**src/rtl/ysyx_22051013_shift_divider.sv**
```systemverilog
// Iterative radix-2 restoring divider for RV64M DIV/DIVU/REM/REMU and their W forms.
// Latency: out_valid N+1 cycles after accept (N=64, or 32 for W forms); 1 cycle for divide-by-zero.
// Backpressure: none. div_valid is sampled only when idle and is dropped otherwise; flush aborts.
//
// Ports:
//   clk, rst               clock, synchronous active-high reset
//   div_valid              request strobe (accepted only in IDLE)
//   flush                  abort any in-flight operation, result registers untouched
//   div_signed, divw       signed select, 32-bit (W) operation select
//   div_op1, div_op2       dividend, divisor (captured on the accept cycle)
//   out_valid              one-cycle result strobe
//   quotient, remainder    registered results, held until the next load
module ysyx_22051013_shift_divider #(
    parameter int XLEN = 64
) (
    input  logic            clk,
    input  logic            rst,
    input  logic            div_valid,
    input  logic            flush,
    input  logic            div_signed,
    input  logic            divw,
    input  logic [XLEN-1:0] div_op1,
    input  logic [XLEN-1:0] div_op2,
    output logic            out_valid,
    output logic [XLEN-1:0] quotient,
    output logic [XLEN-1:0] remainder
);

    localparam int HLEN = XLEN / 2;
    localparam int CW   = $clog2(XLEN + 1);

    typedef enum logic [1:0] {
        S_IDLE,
        S_CALC,
        S_DONE
    } state_t;

    state_t            r_state;
    logic [CW-1:0]     r_cnt;
    // Partial remainder. The algorithm needs 65 bits only transiently (after
    // the shift, before the compare); once the conditional subtract is done
    // the value is always below the divisor, so 64 bits are stored.
    logic [XLEN-1:0]   r_pr;
    logic [XLEN-1:0]   r_dvd;
    logic [XLEN-1:0]   r_dvs;
    logic [XLEN-1:0]   r_q;
    logic              r_q_neg;
    logic              r_r_neg;
    logic              r_w;
    logic [XLEN-1:0]   r_quotient;
    logic [XLEN-1:0]   r_remainder;

    // ------------------------------------------------------------------
    // Operand preparation (accept cycle)
    // ------------------------------------------------------------------
    logic              w_a_sgn;
    logic              w_b_sgn;
    logic [HLEN-1:0]   w_a_lo;
    logic [HLEN-1:0]   w_b_lo;
    logic [HLEN-1:0]   w_a_abs_lo;
    logic [HLEN-1:0]   w_b_abs_lo;
    logic [XLEN-1:0]   w_a_abs_full;
    logic [XLEN-1:0]   w_b_abs_full;
    logic [XLEN-1:0]   w_dvd_init;
    logic [XLEN-1:0]   w_dvs_init;
    logic              w_dvs_zero;
    logic [XLEN-1:0]   w_op1_sext;

    assign w_a_sgn = div_signed & (divw ? div_op1[HLEN-1] : div_op1[XLEN-1]);
    assign w_b_sgn = div_signed & (divw ? div_op2[HLEN-1] : div_op2[XLEN-1]);

    assign w_a_lo = div_op1[HLEN-1:0];
    assign w_b_lo = div_op2[HLEN-1:0];

    // Magnitudes. The most-negative value negates to itself, which read as
    // unsigned is exactly 2^(n-1), so MIN / -1 falls out with no special case.
    assign w_a_abs_lo   = w_a_sgn ? (~w_a_lo + 1'b1) : w_a_lo;
    assign w_b_abs_lo   = w_b_sgn ? (~w_b_lo + 1'b1) : w_b_lo;
    assign w_a_abs_full = w_a_sgn ? (~div_op1 + 1'b1) : div_op1;
    assign w_b_abs_full = w_b_sgn ? (~div_op2 + 1'b1) : div_op2;

    // W-form dividend is parked in the upper half so the iteration always
    // pulls the next bit from the top of r_dvd, regardless of width.
    assign w_dvd_init = divw ? {w_a_abs_lo, {HLEN{1'b0}}} : w_a_abs_full;
    assign w_dvs_init = divw ? {{HLEN{1'b0}}, w_b_abs_lo} : w_b_abs_full;

    assign w_dvs_zero = divw ? (w_b_lo == '0) : (div_op2 == '0);
    assign w_op1_sext = {{HLEN{w_a_lo[HLEN-1]}}, w_a_lo};

    // ------------------------------------------------------------------
    // One restoring step
    // ------------------------------------------------------------------
    logic [XLEN:0]     w_pr_shift;
    logic              w_ge;
    logic [XLEN-1:0]   w_pr_next;
    logic [XLEN-1:0]   w_q_next;

    assign w_pr_shift = {r_pr, r_dvd[XLEN-1]};
    assign w_ge       = (w_pr_shift >= {1'b0, r_dvs});
    // When w_ge holds, the difference is below the divisor and so fits in
    // XLEN bits; the wrapped low-half subtraction is therefore exact.
    assign w_pr_next  = w_ge ? (w_pr_shift[XLEN-1:0] - r_dvs) : w_pr_shift[XLEN-1:0];
    assign w_q_next   = {r_q[XLEN-2:0], w_ge};

    // ------------------------------------------------------------------
    // Final sign fix-up, evaluated on the last iteration
    // ------------------------------------------------------------------
    logic [XLEN-1:0]   w_q_fix;
    logic [XLEN-1:0]   w_r_fix;
    logic [XLEN-1:0]   w_q_res;
    logic [XLEN-1:0]   w_r_res;

    assign w_q_fix = r_q_neg ? (~w_q_next + 1'b1) : w_q_next;
    assign w_r_fix = r_r_neg ? (~w_pr_next + 1'b1) : w_pr_next;

    // W forms (including the unsigned ones) sign-extend from bit HLEN-1.
    assign w_q_res = r_w ? {{HLEN{w_q_fix[HLEN-1]}}, w_q_fix[HLEN-1:0]} : w_q_fix;
    assign w_r_res = r_w ? {{HLEN{w_r_fix[HLEN-1]}}, w_r_fix[HLEN-1:0]} : w_r_fix;

    // ------------------------------------------------------------------
    // Control FSM and datapath registers
    // ------------------------------------------------------------------
    always_ff @(posedge clk) begin
        if (rst) begin
            r_state     <= S_IDLE;
            r_cnt       <= '0;
            r_pr        <= '0;
            r_dvd       <= '0;
            r_dvs       <= '0;
            r_q         <= '0;
            r_q_neg     <= 1'b0;
            r_r_neg     <= 1'b0;
            r_w         <= 1'b0;
            r_quotient  <= '0;
            r_remainder <= '0;
        end else if (flush) begin
            // Abort only; the result registers keep whatever was last loaded.
            r_state <= S_IDLE;
        end else begin
            unique case (r_state)
                S_IDLE: begin
                    if (div_valid) begin
                        if (w_dvs_zero) begin
                            r_quotient  <= '1;
                            r_remainder <= divw ? w_op1_sext : div_op1;
                            r_state     <= S_DONE;
                        end else begin
                            r_dvd   <= w_dvd_init;
                            r_dvs   <= w_dvs_init;
                            r_pr    <= '0;
                            r_q     <= '0;
                            r_q_neg <= w_a_sgn ^ w_b_sgn;
                            r_r_neg <= w_a_sgn;
                            r_w     <= divw;
                            r_cnt   <= divw ? CW'(HLEN) : CW'(XLEN);
                            r_state <= S_CALC;
                        end
                    end
                end
                S_CALC: begin
                    r_pr  <= w_pr_next;
                    r_dvd <= {r_dvd[XLEN-2:0], 1'b0};
                    r_q   <= w_q_next;
                    r_cnt <= r_cnt - 1'b1;
                    if (r_cnt == CW'(1)) begin
                        r_quotient  <= w_q_res;
                        r_remainder <= w_r_res;
                        r_state     <= S_DONE;
                    end
                end
                S_DONE: begin
                    r_state <= S_IDLE;
                end
                default: begin
                    r_state <= S_IDLE;
                end
            endcase
        end
    end

    assign out_valid = (r_state == S_DONE);
    assign quotient  = r_quotient;
    assign remainder = r_remainder;

endmodule

```
**config.mk**
```make
export PLATFORM = sky130hd
export DESIGN_NAME = ysyx_22051013_shift_divider
export DESIGN_NICKNAME = d
export VERILOG_FILES = /design/src/rtl/ysyx_22051013_shift_divider.sv
export SDC_FILE = /design/constraint.sdc
export NUM_CORES = 1
export LEC_CHECK = 0
export CELL_PAD_IN_SITES_DETAIL_PLACEMENT = 1
export CELL_PAD_IN_SITES_GLOBAL_PLACEMENT = 1
export CORE_ASPECT_RATIO = 2
export CORE_UTILIZATION = 46
export DETAILED_ROUTE_END_ITERATION = 12
export PLACE_DENSITY_LB_ADDON = 0.1
export SLEW_MARGIN = 20
export SYNTH_ARGS = -nofsm -noshare
export SYNTH_HDL_FRONTEND = slang
export SYNTH_SLANG_ARGS = --single-unit
```
**constraint.sdc**
```tcl
create_clock -name clk -period 11.45 [get_ports clk]
set_input_delay 1.145 -clock clk [delete_from_list [all_inputs] [get_ports clk]]
set_output_delay 1.145 -clock clk [all_outputs]
set_load 0.1 [all_outputs]
```
==> impl_metrics.tcl <==
set metrics [dict create \
    path_cells "ha_1 > nand2_1 > nor2_1 > and3_1 > a21boi_1 > nor3_2 > buf_4 > o211ai_4 > buf_4 > mux2i_1 > ha_1 > nand3b_1 > or4_1 > o41ai_1 > nand3_1 > or2_1 > o41ai_1 > xnor2_1 > o22ai_1" \
    detail-route-antenna-nets 0 \
    cpMaxStageDelayCell "sky130_fd_sc_hd__nor2_1" \
    cpPeakStageDelay_ns 0.68 \
    ys.warnings.count 0 \
    first_iter_violations 2026 \
    total_cell_area_at_the_placement_stage_um2 29500 \
    fin_skew_ns 0.0202 \
    final_util_pct 54.3 \
    max-cap-violations 0 \
    finalSetupViolations 0 \
    tritoncts_num_sinks 395 \
    core.rowCount 124 \
    p_seq_share_pct 16.3 \
    timing.final.ws_setup_ns 4.13 \
    run_status "finished clean" \
    first_global_vias 29682 \
    power_report.internal_total_mw 4.16 \
    design.die.area_um2 58800 \
    cts_setup_buffers 0 \
    grt_pass1_wl_mm 173 \
    synth.yosys.seq_area_share_pct 29.7 \
    clock_power_share_pct 16.2 \
    critPathRequiredTime_ns 11.87 \
    unique_cell_type_count_in_the_yosys_netlist 95 \
    netlist_top_cells_area "sky130_fd_sc_hd__dfxtp_1 30%, sky130_fd_sc_hd__nor2_1 8.0%, sky130_fd_sc_hd__a21oi_1 5.5%" \
    syn_avg_cell_area_um2 7.44 \
    period_needed_ns 7.32 \
    post_cts_resized 0 \
    worst_slew_margin_rel_pct 21.6 \
    critPathKind "reg -> reg" \
    finish.net_count 3876 \
    p_comb_share_pct 67.6 \
    worst_slew_pin_slew_ns 1.16 \
    yosys.area.top_type_share_pct 29.7 \
    cts_root_buffer "sky130_fd_sc_hd__clkbuf_16" \
    synth-edff-count 0 \
    dieHeight_um 342 \
    synthArstFlopShare_pct 0 \
    worst_setup_path_end_kind "register" \
    final_layout_size_suffix_gt1_share_pct 4.94 \
    die_width_um 172 \
    grt_start_max_net_pins 128 \
    final_hold_viol_count 0 \
    worst_ir_drop_vdd_mv 0.493 \
    leakage_dissipation_nw 12.2 \
    start_util_pct 46.6 \
    wire_per_inst_um 25.5 \
    final_cells 4459 \
    total_negative_slack_for_setup_checks_ns 0 \
    core_um2 57100 \
    drt-vias-per-instance 6.45 \
    clock_insertion_delay_worst_skew_ns 0.58 \
    synthDominantAreaCellType "sky130_fd_sc_hd__dfxtp_1" \
    layout.cell_area.non_filler_um2 31000 \
    timing.critical_path.arrival_ns 7.74 \
    max-clock-path-buffers 3 \
    tritoncts "yes" \
    dr_total_vias 28756 \
    layout_worst_path_cycle_share_pct 63.9 \
    dpl.hpwl_mm 87.1 \
    holdBufCountCts 0 \
    switching_power_mw 4.94 \
    cellPowerDensity_nw_per_um2 294 \
    port_buffer_count 262 \
    detailedRoute.firstPassIterationCount 6 \
    pre_cts_slack_ns 4.47 \
    global_route.usage.total_pct 38.3 \
    dpl.cell_count 4383 \
    syn_area_um2 26600 \
    area.growth.synth_to_final_pct 16.5 \
    achievable-frequency_mhz 137 \
    num_io_pins 263 \
    drc_viols 0 \
    cts.reportedPaths.clkPinSlew_ns 0.06 \
    grt_setup_unrepaired "false" \
    final_max_slew_viol_count 0 \
    critPathLaunchType "register" \
    hold_class "reg -> reg" \
    swShare_pct 54.3 \
    htreeDepth 2 \
    grt-ovfl-total 0 \
    drt_wl_total_mm 114 \
    syn-num-nets 3779 \
    gp_congestion 0.985 \
    synth_flop_cell "sky130_fd_sc_hd__dfxtp_1" \
    cts_inserted_buffers 42 \
    ys_seq_elements 395 \
    critical_path.max_fanout 41 \
    grt_antenna_before_repair 2 \
    cells_after_synth 3574 \
]
-- metal layers --
metal / vias to the layer above / GRT usage, % / part of all wire, %
li1: 13151 / - / -
met1: 14218 / 40.6 / 37
met3: 370 / 4.46 / 4.7
met2: 1015 / 67.9 / 50
met5: - / 0 / 0.011
met4: 2 / 29.5 / 8.6
-- power groups by stage --
stage | sequential (mW) | combinational [mW] | clock (mW)
finish | 1.48 | 6.15 | 1.47
global route | 1.48 | 6.53 | 1.53
CTS | 1.48 | 6.04 | 1.48
detailed placement | 1.51 | 6.01 | 0
global placement | 1.50 | 5.88 | 0
floorplan | 1.50 | 4.18 | 0
-- critical path: cells and delay by family, from the launching register on --
| kind | cells | cell delay, ns |
|---|---|---|
| xor+xnor | 1 | 0.18 |
| mux | 1 | 0.34 |
| buf+inv | 2 | 0.75 |
| simple gates | 8 | 2.74 |
| flops | 1 | 0.36 |
| compound gates | 5 | 1.95 |
| fa+ha+maj | 2 | 0.79 |
-- metrics by stage --
stage	power [mW]	hold slack, ns
after global placement	7.38	0.441
final	9.10	0.468
after CTS	9.01	0.471
after detailed placement	7.52	0.449
after global routing	9.55	0.495
after floorplan	5.68	0.433
-- cells in the final DEF (no fill, tap or decap), types with 42 or more instances in the layout --
cell,synthesis,layout
sky130_fd_sc_hd__o21ai_0,244,244
sky130_fd_sc_hd__nor3_1,106,105
sky130_fd_sc_hd__inv_1,111,110
sky130_fd_sc_hd__nand2_1,278,277
sky130_fd_sc_hd__clkdlybuf4s50_1,0,260
sky130_fd_sc_hd__nor2_1,566,563
sky130_fd_sc_hd__a22oi_1,128,128
sky130_fd_sc_hd__o31ai_1,61,61
sky130_fd_sc_hd__a21oi_1,291,291
sky130_fd_sc_hd__clkbuf_16,0,43
sky130_fd_sc_hd__xor2_1,164,164
sky130_fd_sc_hd__xnor2_1,123,123
sky130_fd_sc_hd__ha_1,70,70
sky130_fd_sc_hd__nand3_1,42,42
sky130_fd_sc_hd__a211oi_1,70,70
sky130_fd_sc_hd__dfxtp_1,395,393
sky130_fd_sc_hd__or3_1,45,45
-- layout make-up --
type                            count  area, um^2
Timing Repair Buffer              301        2920
Clock inverter                     16         209
Fill cell                        7179       26100
Clock buffer                       58        1220
Sequential cell                   395        7910
Multi-Input combinational cell   2819       17400
Tap cell                          756         946
Antenna cell                        2        5.00
Inverter                          112         420
-- logic make-up after synthesis --
group / share of synthesized area [%]
AND/OR/NAND/NOR: 21.7
AO/OA/AOI/OAI: 29.2
flip-flops: 29.7
buffers and inverters: 5.20
XOR/XNOR: 9.46
adder cells (fa/ha/maj): 3.37
multiplexers: 1.35
-- Yosys cell counts (9+ instances only) --
library cell               count
sky130_fd_sc_hd__a21o_1       25
sky130_fd_sc_hd__o21ai_1      17
sky130_fd_sc_hd__o211a_1      40
sky130_fd_sc_hd__nand2b_1     28
sky130_fd_sc_hd__a222oi_1      9
sky130_fd_sc_hd__o41ai_1      27
sky130_fd_sc_hd__mux2i_1      28
sky130_fd_sc_hd__nor4_1       33
sky130_fd_sc_hd__dfxtp_1     395
sky130_fd_sc_hd__or2_2        14
sky130_fd_sc_hd__nor2_1      566
sky130_fd_sc_hd__nand2_1     278
sky130_fd_sc_hd__and2_1       14
sky130_fd_sc_hd__o31ai_1      61
sky130_fd_sc_hd__a21oi_1     291
sky130_fd_sc_hd__a31oi_1      28
sky130_fd_sc_hd__ha_1         70
sky130_fd_sc_hd__or3_1        45
sky130_fd_sc_hd__nor2b_1      11
sky130_fd_sc_hd__or4_1        30
sky130_fd_sc_hd__nand4_1      30
sky130_fd_sc_hd__buf_2        13
sky130_fd_sc_hd__inv_1       111
sky130_fd_sc_hd__xor2_1      164
sky130_fd_sc_hd__xnor2_1     123
sky130_fd_sc_hd__o21ai_0     244
sky130_fd_sc_hd__and3_1       16
sky130_fd_sc_hd__o211ai_1     21
sky130_fd_sc_hd__a22oi_1     128
sky130_fd_sc_hd__o21bai_1     10
sky130_fd_sc_hd__o21a_1       17
sky130_fd_sc_hd__a211oi_1     70
sky130_fd_sc_hd__buf_1        22
sky130_fd_sc_hd__nor3_1      106
sky130_fd_sc_hd__a311oi_1     32
sky130_fd_sc_hd__nand3_1      42
sky130_fd_sc_hd__o22ai_1      19
sky130_fd_sc_hd__clkbuf_1    211
sky130_fd_sc_hd__a221oi_1     29
-- path summary, 6_finish.rpt --
kind	startpoint	endpoint	slack, ns	cells past startpoint
max	r_pr[38]	remainder[62]	4.13	19
min reg2reg	r_dvs[7]	r_dvs[7]	0.47	2
min	r_dvs[7]	r_dvs[7]	0.47	2
max reg2reg	r_pr[38]	remainder[62]	4.13	19
-- registers in the layout, summed over array words and instances (netlist names) --
register   flops
r_pr          64
r_w            1
r_r_neg        1
r_state        2
r_dvs         64
r_cnt          7
quotient      64
r_q_neg        1
r_q           63
r_dvd         64
remainder     64
No activity file was read; power rests on OpenSTA's default activity.
